### src/rtl/mux_rr.sv
// -----------------------------------------------------------------------------
// mux_rr
// N-channel, WIDTH-bit registered multiplexer with valid/ready handshakes.
// A channel is chosen either by round-robin arbitration (mode = 0) or by
// manual selection through sel (mode = 1). The winning word goes into one
// output register. The block adds one cycle of latency and can accept a new
// word on every cycle.
//
// Ports:
//   clk        single clock; all state changes on the rising edge
//   rst_n      asynchronous active-low reset
//   in_data    N*WIDTH input data; channel i occupies [i*WIDTH +: WIDTH]
//   in_valid   per-channel valid
//   in_ready   per-channel ready; combinational, at most one bit high
//   mode       0 = round-robin, 1 = manual select
//   sel        channel index used when mode = 1
//   out_data   registered output data
//   out_chan   index of the channel that supplied out_data
//   out_valid  output register holds a word
//   out_ready  downstream accepts the output word
// -----------------------------------------------------------------------------
module mux_rr #(
   parameter  int N     = 4,
   parameter  int WIDTH = 8,
   localparam int SELW  = (N > 1) ? $clog2(N) : 1
) (
   input  logic                 clk,
   input  logic                 rst_n,
   input  logic [N*WIDTH-1:0]   in_data,
   input  logic [N-1:0]         in_valid,
   output logic [N-1:0]         in_ready,
   input  logic                 mode,
   input  logic [SELW-1:0]      sel,
   output logic [WIDTH-1:0]     out_data,
   output logic [SELW-1:0]      out_chan,
   output logic                 out_valid,
   input  logic                 out_ready
);

   logic [WIDTH-1:0] r_out_data;
   logic [SELW-1:0]  r_out_chan;
   logic             r_out_valid;
   logic [SELW-1:0]  r_ptr;

   logic [WIDTH-1:0] w_chan_data [N];
   logic             w_space;
   logic             w_grant_vld;
   logic [SELW-1:0]  w_grant;
   logic [WIDTH-1:0] w_grant_data;
   logic             w_xfer;
   logic [SELW-1:0]  w_ptr_next;
   int               w_best;
   int               w_dist;

   // Unpack the flat data bus into one word per channel.
   for (genvar gi = 0; gi < N; gi++) begin : g_unpack
      assign w_chan_data[gi] = in_data[gi*WIDTH +: WIDTH];
   end

   assign w_space = !r_out_valid || out_ready;

   // Grant selection. In round-robin mode each valid channel gets a distance
   // from the pointer (wrapping modulo N) and the smallest distance wins.
   // In manual mode only the channel whose index equals sel can win, so an
   // out-of-range sel (N not a power of two) matches nothing.
   always_comb begin
      w_grant_vld  = 1'b0;
      w_grant      = '0;
      w_grant_data = '0;
      w_best       = N;
      w_dist       = 0;
      if (mode) begin
         for (int i = 0; i < N; i++) begin
            if (sel == SELW'(i) && in_valid[i]) begin
               w_grant_vld  = 1'b1;
               w_grant      = SELW'(i);
               w_grant_data = w_chan_data[i];
            end
         end
      end else begin
         for (int i = 0; i < N; i++) begin
            if (in_valid[i]) begin
               w_dist = (i >= int'(r_ptr)) ? (i - int'(r_ptr)) : (i + N - int'(r_ptr));
               if (w_dist < w_best) begin
                  w_best       = w_dist;
                  w_grant_vld  = 1'b1;
                  w_grant      = SELW'(i);
                  w_grant_data = w_chan_data[i];
               end
            end
         end
      end
   end

   // rst_n gates the handshake so no channel sees ready while reset is held,
   // even though the emptied output register would otherwise report space.
   assign w_xfer = w_grant_vld && w_space && rst_n;

   always_comb begin
      in_ready = '0;
      for (int i = 0; i < N; i++) begin
         if (w_xfer && w_grant == SELW'(i)) begin
            in_ready[i] = 1'b1;
         end
      end
   end

   assign w_ptr_next = (w_grant == SELW'(N - 1)) ? '0 : w_grant + 1'b1;

   always_ff @(posedge clk or negedge rst_n) begin
      if (!rst_n) begin
         r_out_data  <= '0;
         r_out_chan  <= '0;
         r_out_valid <= 1'b0;
         r_ptr       <= '0;
      end else if (w_xfer) begin
         // A load also covers the drain-and-refill case: the new word
         // replaces the one being consumed on this edge.
         r_out_data  <= w_grant_data;
         r_out_chan  <= w_grant;
         r_out_valid <= 1'b1;
         r_ptr       <= w_ptr_next;
      end else if (out_ready) begin
         r_out_valid <= 1'b0;
      end
   end

   assign out_data  = r_out_data;
   assign out_chan  = r_out_chan;
   assign out_valid = r_out_valid;

endmodule

### config.mk
export PLATFORM = sky130hd
export DESIGN_NAME = mux_rr
export DESIGN_NICKNAME = d
export VERILOG_FILES = /design/src/rtl/mux_rr.sv
export SDC_FILE = /design/constraint.sdc
export NUM_CORES = 1
export LEC_CHECK = 0
export ABC_AREA = 1
export BUFFER_PORTS_ARGS = -buffer_cell sky130_fd_sc_hd__buf_4
export CORE_UTILIZATION = 51
export CTS_BUF_LIST = sky130_fd_sc_hd__clkbuf_4 sky130_fd_sc_hd__clkbuf_8 sky130_fd_sc_hd__clkbuf_16
export DETAILED_ROUTE_END_ITERATION = 16
export PLACE_DENSITY = 0.8
export RECOVER_POWER = 100
export SYNTH_ARGS = -nofsm -noshare
export SYNTH_HDL_FRONTEND = slang
export SYNTH_SLANG_ARGS = --single-unit
### constraint.sdc
create_clock -name clk -period 6.7 [get_ports clk]
set_clock_uncertainty 0.15 [all_clocks]
set_input_delay 1.34 -clock clk [delete_from_list [all_inputs] [get_ports clk]]
set_output_delay 1.34 -clock clk [all_outputs]
set_load 0.02 [all_outputs]
# Yosys cells after proc, flatten, opt, wreduce, memory -nomap -nowiden

Index checks and enable logic that the tools add are counted.

Register bits after elaboration: 13
Latch bits: 0
Bits in writable memories: 0
Bits in read-only memories: 0
Word-level logic and storage cells: 95
Memories kept: 0

$add $sub $neg: 8
Multipliers: 0
Divide/modulo/power cells: 0
$lt $le $gt $ge: 7
Eq/ne operators: 6
Shift operators: 0
Muxes and demuxes: 55
Bitwise logic cells: 0
Reduce and logical (&&, ||, !) cells: 15

Operators with widths:

| cell                  | number |
|---|---|
| $mux W32              | 12 |
| $mux W8               | 13 |
| $lt A32 B32 Y1        | 2 |
| $lt A3 B32 Y1         | 1 |
| $lt A32 B4 Y1 const B | 1 |
| $mux W1               | 22 |
| $mux W2               | 8 |
| $sub A3 B2 Y4 const A | 3 |
| $logic_and A1 B1 Y1   | 10 |
| $eq A2 B2 Y1 const B  | 4 |
| $sub A1 B2 Y3 const A | 2 |
| $sub A2 B2 Y3 const A | 2 |
| $eq A2 B1 Y1 const B  | 2 |
| $ge A1 B2 Y1 const A  | 2 |
| $logic_not A2 Y1      | 2 |
| $add A2 B1 Y2 const B | 1 |
| $ge A2 B2 Y1 const A  | 1 |
| $reduce_bool A2 Y1    | 1 |
| $logic_not A1 Y1      | 1 |
| $logic_or A1 B1 Y1    | 1 |

# Logic depth before layout (Yosys ltp)

Gate-level depths: netlist (run 1).

Depth in word-level cells: 22
Gate-level depth with buffers: 35
Depth with buffers taken out: 33

# Worst setup path after synthesis (run 1)

OpenSTA, ideal clock, no wires.

Path kind: in2out
Start: input port in_valid[0]
End: output port in_ready[3]
Arrival time: 4499 ps
Path slack: 711 ps
Stages on the path: 29
Cell sequence: ha_1 nand2_1 nand2_1 nand2_2 inv_2 nand2_1 o22ai_1 inv_1 ha_1 nand2_1 nand2_1 nand2_1 nand2_2 nand2_4 nand2_4 clkbuf_1 o21ai_0 ha_1 nand2_1 nand2_2 nand2_4 nand2_2 buf_6 nand2_1 nand2_2 inv_1 ha_1 inv_1 nor2_1

RTL lines:

| item                    | RTL line | source |
|---|---|---|
| start: declaration      | 30       | `input logic [N-1:0] in_valid,` |
| $mux W32 (*)            | 82       | `if (in_valid[i]) begin` |
| $mux W32 (*)            | 72       | `if (mode) begin` |
| $lt A32 B32 Y1          | 84       | `if (w_dist < w_best) begin` |
| $mux W32                | 84       |  |
| $mux W32 (*)            | 82       |  |
| $mux W32 (*)            | 72       |  |
| $lt A32 B32 Y1          | 84       |  |
| $mux W32                | 84       |  |
| [... 2 more ...]        | --       |  |
| $lt A3 B32 Y1           | 84       |  |
| $mux W2                 | 84       |  |
| $mux W2 (*)             | 82       |  |
| $mux W2 (*)             | 72       |  |
| named net w_grant[1]    | 48       | `logic [SELW-1:0] w_grant;` |
| $eq A2 B2 Y1 (*)        | 102      | `if (w_xfer && w_grant == SELW'(i)) begin` |
| $logic_and A1 B1 Y1 (*) | 102      |  |
| $mux W1 (*)             | 102      |  |
| end: declaration        | 31       | `output logic [N-1:0] in_ready,` |

Mark *: on every way through the listed nets, which the timed path passes. The rest lies on a longest branch. The select of a mux whose other input is x is not followed.

# Worst setup path in the final report (run 1)

Ends and elaborated chain as after synthesis.

==> results of run 1 <==
[power by group through the flow]
stage / Clock, uW / Sequential, uW / Combinational (uW)
CTS: 50.3 / 140 / 547
global route: 54.5 / 143 / 595
finish: 48.4 / 138 / 520
global placement: 0 / 141 / 532
detailed placement: 0 / 141 / 545
floorplan: 0 / 173 / 379
[cell type report]
cell class	instances	area share (%)
Clock buffer	3	1.090
Clock inverter	1	0.2421
Inverter	60	10.90
Multi-Input combinational cell	199	51.57
Sequential cell	13	15.74
Tap cell	44	2.663
Timing Repair Buffer	56	17.80
[critical path: cells and delay by family]
| family | cells | cell delay [ns] |
|---|---|---|
| AND/OR/NAND/NOR | 19 | 1.61 |
| buffers and inverters | 7 | 0.75 |
| adder cells (fa/ha/maj) | 3 | 0.70 |
| AO/OA/AOI/OAI | 2 | 0.35 |
[stage by stage]
stage | cell area (um^2) | utilization, % | total power (uW) | setup WS, ns | hold WS [ns]
after floorplan | 1665 | - | 552.6 | 0.7111 | 0.3976
after global placement | 2095 | 68.05 | 672.3 | 0.5984 | 0.3171
after detailed placement | 2095 | 68.05 | 685.8 | 0.3704 | 0.3174
after CTS | 2122 | 68.94 | 736.7 | 0.3646 | 0.3403
after global routing | 2067 | 67.15 | 792.2 | 0.01893 | 0.3569
final | 2067 | 67.15 | 706.9 | 0.4508 | 0.3345
[registers in the layout (all words and copies together) (netlist names)]
register / count
out_valid: 1
out_data: 8
r_ptr: 2
out_chan: 2
[cells by family after synthesis]
kind of cell	count (synthesis)
and+or+nand+nor	138
AOI/OAI and AO/OA	47
DFF	13
adders and majority gates	14
buffers and inverters	66
[how the worst min path moves through the flow]
stage | depth (start not counted) | from | slack (ns) | endpoint
after floorplan | 2 | r_ptr[0] | 0.40 | r_ptr[0]
after global placement | 2 | out_data[5] | 0.32 | out_data[5]
after detailed placement | 2 | out_data[6] | 0.32 | out_data[6]
after CTS | 2 | out_chan[0] | 0.34 | out_chan[0]
after global routing | 2 | out_chan[0] | 0.36 | out_chan[0]
final | 2 | out_data[6] | 0.33 | out_data[6]
[cells in the mapped netlist, drive strengths merged]
master	instances	share of area, %
nand3	26	8.1
o22ai	17	6.4
dfrtp	13	20
clkbuf	2	0.45
nor3	6	2.1
clkinv	2	0.45
ha	14	11
a31oi	2	1.1
o21ai	17	6.0
a21oi	11	3.3
buf	4	2.3
nand2	100	25
nor2	6	1.4
inv	58	13
[per-layer routing]
layer  vias up  track usage (%)  share of wire, %
met3         2            4.148               4.9
li1        987                -                 -
met1       883            31.00                44
met2        68            46.75                50
met4         0            3.061              0.51
met5         -                0                 0
==> results by group, run 1 <==
Cells and area
  • Ant diodes: 0
  • Nets: between 300 and 400
  • Most frequent cells in the layout: 87 x nand2_1, 55 x inv_1, 41 x buf_4, 26 x nand3_1, 17 x o22ai_1
  • Area Growth Syn to Fin: 24.12%
  • FF/Latch Area: 325.3 um^2
  • Fin cells: ~380
  • # fillers: approximately 320
  • Fraction of layout cells with a size suffix above 1: 21.08%
  • Most common cell after layout, fill and taps aside: nand2_1
  • Footprint of the multi-input gates: 0.001066 mm^2

Route
  • Initial DRC count: approximately 110
  • Router iterations before antenna repair: 4
  • Via density: between 5 and 6
  • Wirelength per Cell: about 11 um
  • Vias after detailed routing: a little under 2000
  • Drt total wl: a little over 4 mm
  • DRC Markers: 0
  • Antenna viol nets, final: 0

Setup path
  • Largest fanout on the critical path: 14
  • Reg2reg start: r_ptr[1]
  • Req. time, crit path: between 5 and 6 ns
  • Slowest stage delay, CP: about 0.27 ns
  • Slowest CP cell: ha_1
  • Crit path launch type: primary input
  • Setup crit end: in_ready[3]
  • R2R Setup Slk: 2.15 ns
  • Crit path DAT: between 4 and 5 ns
  • Critical path endpoint category: primary output
  • Reg2Reg Depth: 31
  • Setup Crit Path Kind: in2out
  • CP dominant cell by count: nand2_1
  • Capturing point of the worst reg2reg path: out_data[1]
  • CP startpoint: in_valid[0]

Synthesis
  • Synthesized instance count: between 200 and 300
  • Synth Area in Compound Gates: around 17%
  • Cell Area, Synth: 0.001665 mm^2
  • Synth Area in Adders: about a tenth
  • Xor/xnor cell area share of the yosys netlist: 0%
  • Sequential element share of the synthesized area: between 15 and 20%
  • FF+latch count, synth: 13
  • Synth cell types: 23
  • Yosys warnings: 0
  • Post-synthesis mux area share: 0%
  • Post-synthesis simple-gate area fraction: between 30% and 40%
  • Synthesized area per cell: 5.990 um^2
  • Synth Net Count: between 300 and 400
  • Largest family of logic cells by synthesized area: simple AND/OR/NAND/NOR gates

Clocking
  • Worst-path clk slew: 0.08 ns
  • Total CTS buffers: 3
  • Clock root cell: clkbuf_4
  • Skew-Pair Late Insertion Delay: around 0.27 ns
  • Post-CTS Hold Fix Bufs: 0
  • Post-CTS Setup Bufs: 0
  • CTS tree: yes
  • Clock sinks: 13
  • Clk buf depth: 2
  • CTS H-tree lvls: 1
  • PostCTS Resize Cnt: 0

Power
  • Clk pwr share: between 6 and 7%
  • Combinational cell fraction of total power: 73.6%
  • Seq pwr share: a little under 20%
  • Switching Fraction: 55.86%
  • Lkg Pwr: approximately 0.0012 uW
  • Worst vdd ir: around 0.00016 V
  • PwrDens: between 300 and 400 mW/mm^2
  • Sw power: 394.9 uW
  • Int Power: approximately 310 uW

Min path
  • Type of the most critical hold path: reg2reg

Global route
  • First-pass GRT wire length: about 6.9 mm
  • Vias in the first global route: 1740
  • Gr ovfl total: 0
  • Initial antenna violation count: 0
  • GRT Util Overall: between 20% and 30%
  • Pin count of the biggest net entering global routing: 23

Timing
  • # setup viols final: 0
  • RSZ-0062 raised after global routing: no
  • Tcrit/Tclk final: a little over 90%
  • Crit path time final: roughly 6.2 ns
  • Max Fclk: approximately 0.16 GHz
  • Slew @ Worst Pin: between 0.6 and 0.7 ns
  • Setup TNS: 0 ns
  • Max Transition Viols Final: 0
  • Worst slew margin: between 50% and 60%
  • Final Hold Vio Count: 0

Floorplan
  • Die Ht: 59.15 um
  • Die area: roughly 0.0035 mm^2
  • Initial Utilization: 54.11%
  • Row count: 20
  • Die Wd: around 59 um
  • Core area: approximately 0.003 mm^2
  • I/O pin cnt: 57

Run status
  • Run status: finished, final reports clean

Placement
  • RD Place Congestion: 0.9156
  • Port Buffers: between 50 and 60
  • Cells after DPL: 372
  • HPWL Detailed: approximately 3.4 mm

Run
  • Max-cap viol count: 0
(Power assumes the default switching activity.)
==> run 2, diff against run 1 <==
Settings changed: REMOVE_ABC_BUFFERS set to 1.
==> results by group, run 2 (synthesized netlist as in run 1, its figures left out) <==
Run status
  • Run status: finished, final reports clean (unchanged)

Floorplan
  • Die Ht: 59.15 um (unchanged)
  • Initial Utilization: 54.11% (unchanged)
  • I/O pin cnt: 57 (unchanged)
  • Die Wd: 59.15 um (unchanged)
  • Row count: 20 (unchanged)
  • Die area: 0.003498 mm^2 (unchanged)
  • Core area: 0.003078 mm^2 (unchanged)

Power
  • Seq pwr share: 19.7% (was 19.5%)
  • Int Power: 313.4 uW (was 312.0 uW)
  • Combinational cell fraction of total power: 72.9% (was 73.6%)
  • Switching Fraction: 54.97% (was 55.86%)
  • PwrDens: 337.1 mW/mm^2 (was 342.0 mW/mm^2)
  • Clk pwr share: 7.3% (was 6.8%)
  • Sw power: 382.5 uW (was 394.9 uW)
  • Worst vdd ir: 0.0001718 V (was 0.0001578 V)
  • Lkg Pwr: 0.001237 uW (was 0.001236 uW)

Cells and area
  • Max reg flops: 8 (unchanged)
  • FF/Latch Area: 325.3 um^2 (unchanged)
  • Fraction of layout cells with a size suffix above 1: 20.18% (was 21.08%)
  • Nets: 389 (unchanged)
  • Fin cells: 376 (unchanged)
  • # fillers: 308 (was 321)
  • Post-route cell area: 0.002064 mm^2 (was 0.002067 mm^2)
  • Most frequent cells in the layout: 90 x nand2_1, 55 x inv_1, 42 x buf_4, 26 x nand3_1, 17 x o22ai_1 (was 87 x nand2_1, 55 x inv_1, 41 x buf_4, 26 x nand3_1, 17 x o22ai_1)
  • Footprint of the multi-input gates: 0.001059 mm^2 (was 0.001066 mm^2)
  • Ant diodes: 0 (unchanged)
  • Area Growth Syn to Fin: 23.97% (was 24.12%)
  • Most common cell after layout, fill and taps aside: nand2_1 (unchanged)

Route
  • Router iterations before antenna repair: 4 (unchanged)
  • DRC Markers: 0 (unchanged)
  • Wirelength per Cell: 11.05 um (was 10.93 um)
  • Antenna viol nets, final: 0 (unchanged)
  • Via density: 4.979 (was 5.160)
  • Drt total wl: 4.156 mm (was 4.110 mm)
  • Vias after detailed routing: 1872 (was 1940)
  • Initial DRC count: 115 (was 111)

Setup path
  • Slowest CP cell: nand2_1 (was ha_1)
  • Capturing point of the worst reg2reg path: out_data[5] (was out_data[1])
  • CP dominant cell by count: nand2_1 (unchanged)
  • Critical path endpoint category: primary output (unchanged)
  • Reg2reg start: r_ptr[1] (unchanged)
  • Slowest stage delay, CP: 0.25 ns (was 0.27 ns)
  • Largest fanout on the critical path: 14 (unchanged)
  • Setup Crit Path Kind: in2out (unchanged)
  • Req. time, crit path: 5.21 ns (about the same)
  • R2R Setup Slk: 2.12 ns (was 2.15 ns)
  • Crit path launch type: primary input (unchanged)
  • Crit path DAT: 4.77 ns (was 4.76 ns)
  • Reg2Reg Depth: 31 (unchanged)

Clocking
  • CTS tree: yes (unchanged)
  • Clock root cell: clkbuf_4 (unchanged)
  • Clock sinks: 13 (unchanged)
  • Skew-Pair Late Insertion Delay: 0.27 ns (about the same)
  • Clk buf depth: 2 (unchanged)
  • PostCTS Resize Cnt: 0 (unchanged)
  • CTS H-tree lvls: 1 (unchanged)
  • Worst-path clk slew: 0.07 ns (was 0.08 ns)
  • Post-CTS Hold Fix Bufs: 0 (unchanged)
  • Post-CTS Setup Bufs: 0 (unchanged)
  • Total CTS buffers: 3 (unchanged)

Timing
  • Tcrit/Tclk final: 93.37% (was 93.27%)
  • Setup TNS: 0 ns (unchanged)
  • Final Hold Vio Count: 0 (unchanged)
  • Slew @ Worst Pin: 0.6911 ns (was 0.6930 ns)
  • Max Transition Viols Final: 0 (unchanged)
  • RSZ-0062 raised after global routing: no (unchanged)
  • Crit path time final: 6.256 ns (was 6.249 ns)
  • # setup viols final: 0 (unchanged)
  • Worst slew margin: 53.93% (was 53.80%)
  • Final hold slack: 0.3324 ns (was 0.3345 ns)
  • Max Fclk: 0.1599 GHz (was 0.1600 GHz)

Placement
  • Port Buffers: 56 (unchanged)
  • Cells after DPL: 372 (unchanged)
  • Placed Area: 0.002095 mm^2 (unchanged)
  • HPWL Detailed: 3.433 mm (was 3.417 mm)
  • RD Place Congestion: 0.8954 (was 0.9156)

Min path
  • Hold Path End: out_data[7] (was out_data[6])
  • Type of the most critical hold path: reg2reg (unchanged)
  • Min-Delay Path Depth: 2 (unchanged)
  • Worst hold start: out_data[7] (was out_data[6])

Global route
  • Pin count of the biggest net entering global routing: 23 (unchanged)
  • First-pass GRT wire length: 7.155 mm (was 6.906 mm)
  • GRT Util Overall: 26.19% (was 25.13%)
  • Initial antenna violation count: 0 (unchanged)
  • Gr ovfl total: 0 (unchanged)
  • Vias in the first global route: 1728 (was 1740)

Run
  • Max-cap viol count: 0 (unchanged)
[run 2: cell types whose count changed in the layout (fill, tap and decap cells not counted), sizes merged]
| cell | change |
|---|---|
| clkinv | -1 |
| buf | +1 |
[run 2: worst max-delay path: cells and delay by family]
kind / cells / cell delay, ns
AOI/OAI and AO/OA: 2 / 0.29
adders and majority gates: 4 / 0.80
buffers and inverters: 6 / 0.65
and+or+nand+nor: 17 / 1.69
[run 2: area by class of cell]
class | count | area share [%]
inverters | 60 | 10.91
clock buffers | 4 | 1.455
repair buffers | 56 | 17.94
multi-input cells | 199 | 51.27
flip-flops and latches | 13 | 15.76
well taps | 44 | 2.667
[run 2: worst max-delay path by stage]
stage	start	to	slack, ns	depth (start not counted)
after detailed placement	in_valid[0]	in_ready[3]	0.49	29
after CTS	in_valid[0]	in_ready[3]	0.48	29
after global routing	in_valid[0]	in_ready[1]	0.06	29
after floorplan	in_valid[0]	in_ready[3]	0.93	27
after global placement	in_valid[0]	in_ready[3]	0.61	29
final	in_valid[0]	in_ready[3]	0.44	29
[run 2: per-stage QoR]
step / util (%) / setup WS (ns) / power [uW]
finish: 67.07 / 0.4443 / 695.9
global route: 67.07 / 0.06351 / 783.6
CTS: 69.02 / 0.4783 / 735.8
detailed placement: 68.05 / 0.4873 / 682.4
global placement: 68.05 / 0.6135 / 668.6
floorplan: - / 0.9328 / 533.9
[run 2: power groups by stage]
stage | clock (uW) | combinational, uW | sequential, uW
2_1_floorplan | 0 | 361 | 173
3_3_place_gp | 0 | 530 | 139
3_5_place_dp | 0 | 542 | 140
4_1_cts | 53.0 | 544 | 139
5_1_grt | 57.9 | 585 | 141
6_report | 51.1 | 507 | 137
[run 2: metal layers]
layer	track usage (%)	share of wire [%]	vias to the layer above
met5	0	0	-
met4	4.422	0.60	0
met3	4.585	5.0	4
met2	47.24	48	59
met1	32.89	46	820
li1	-	-	989
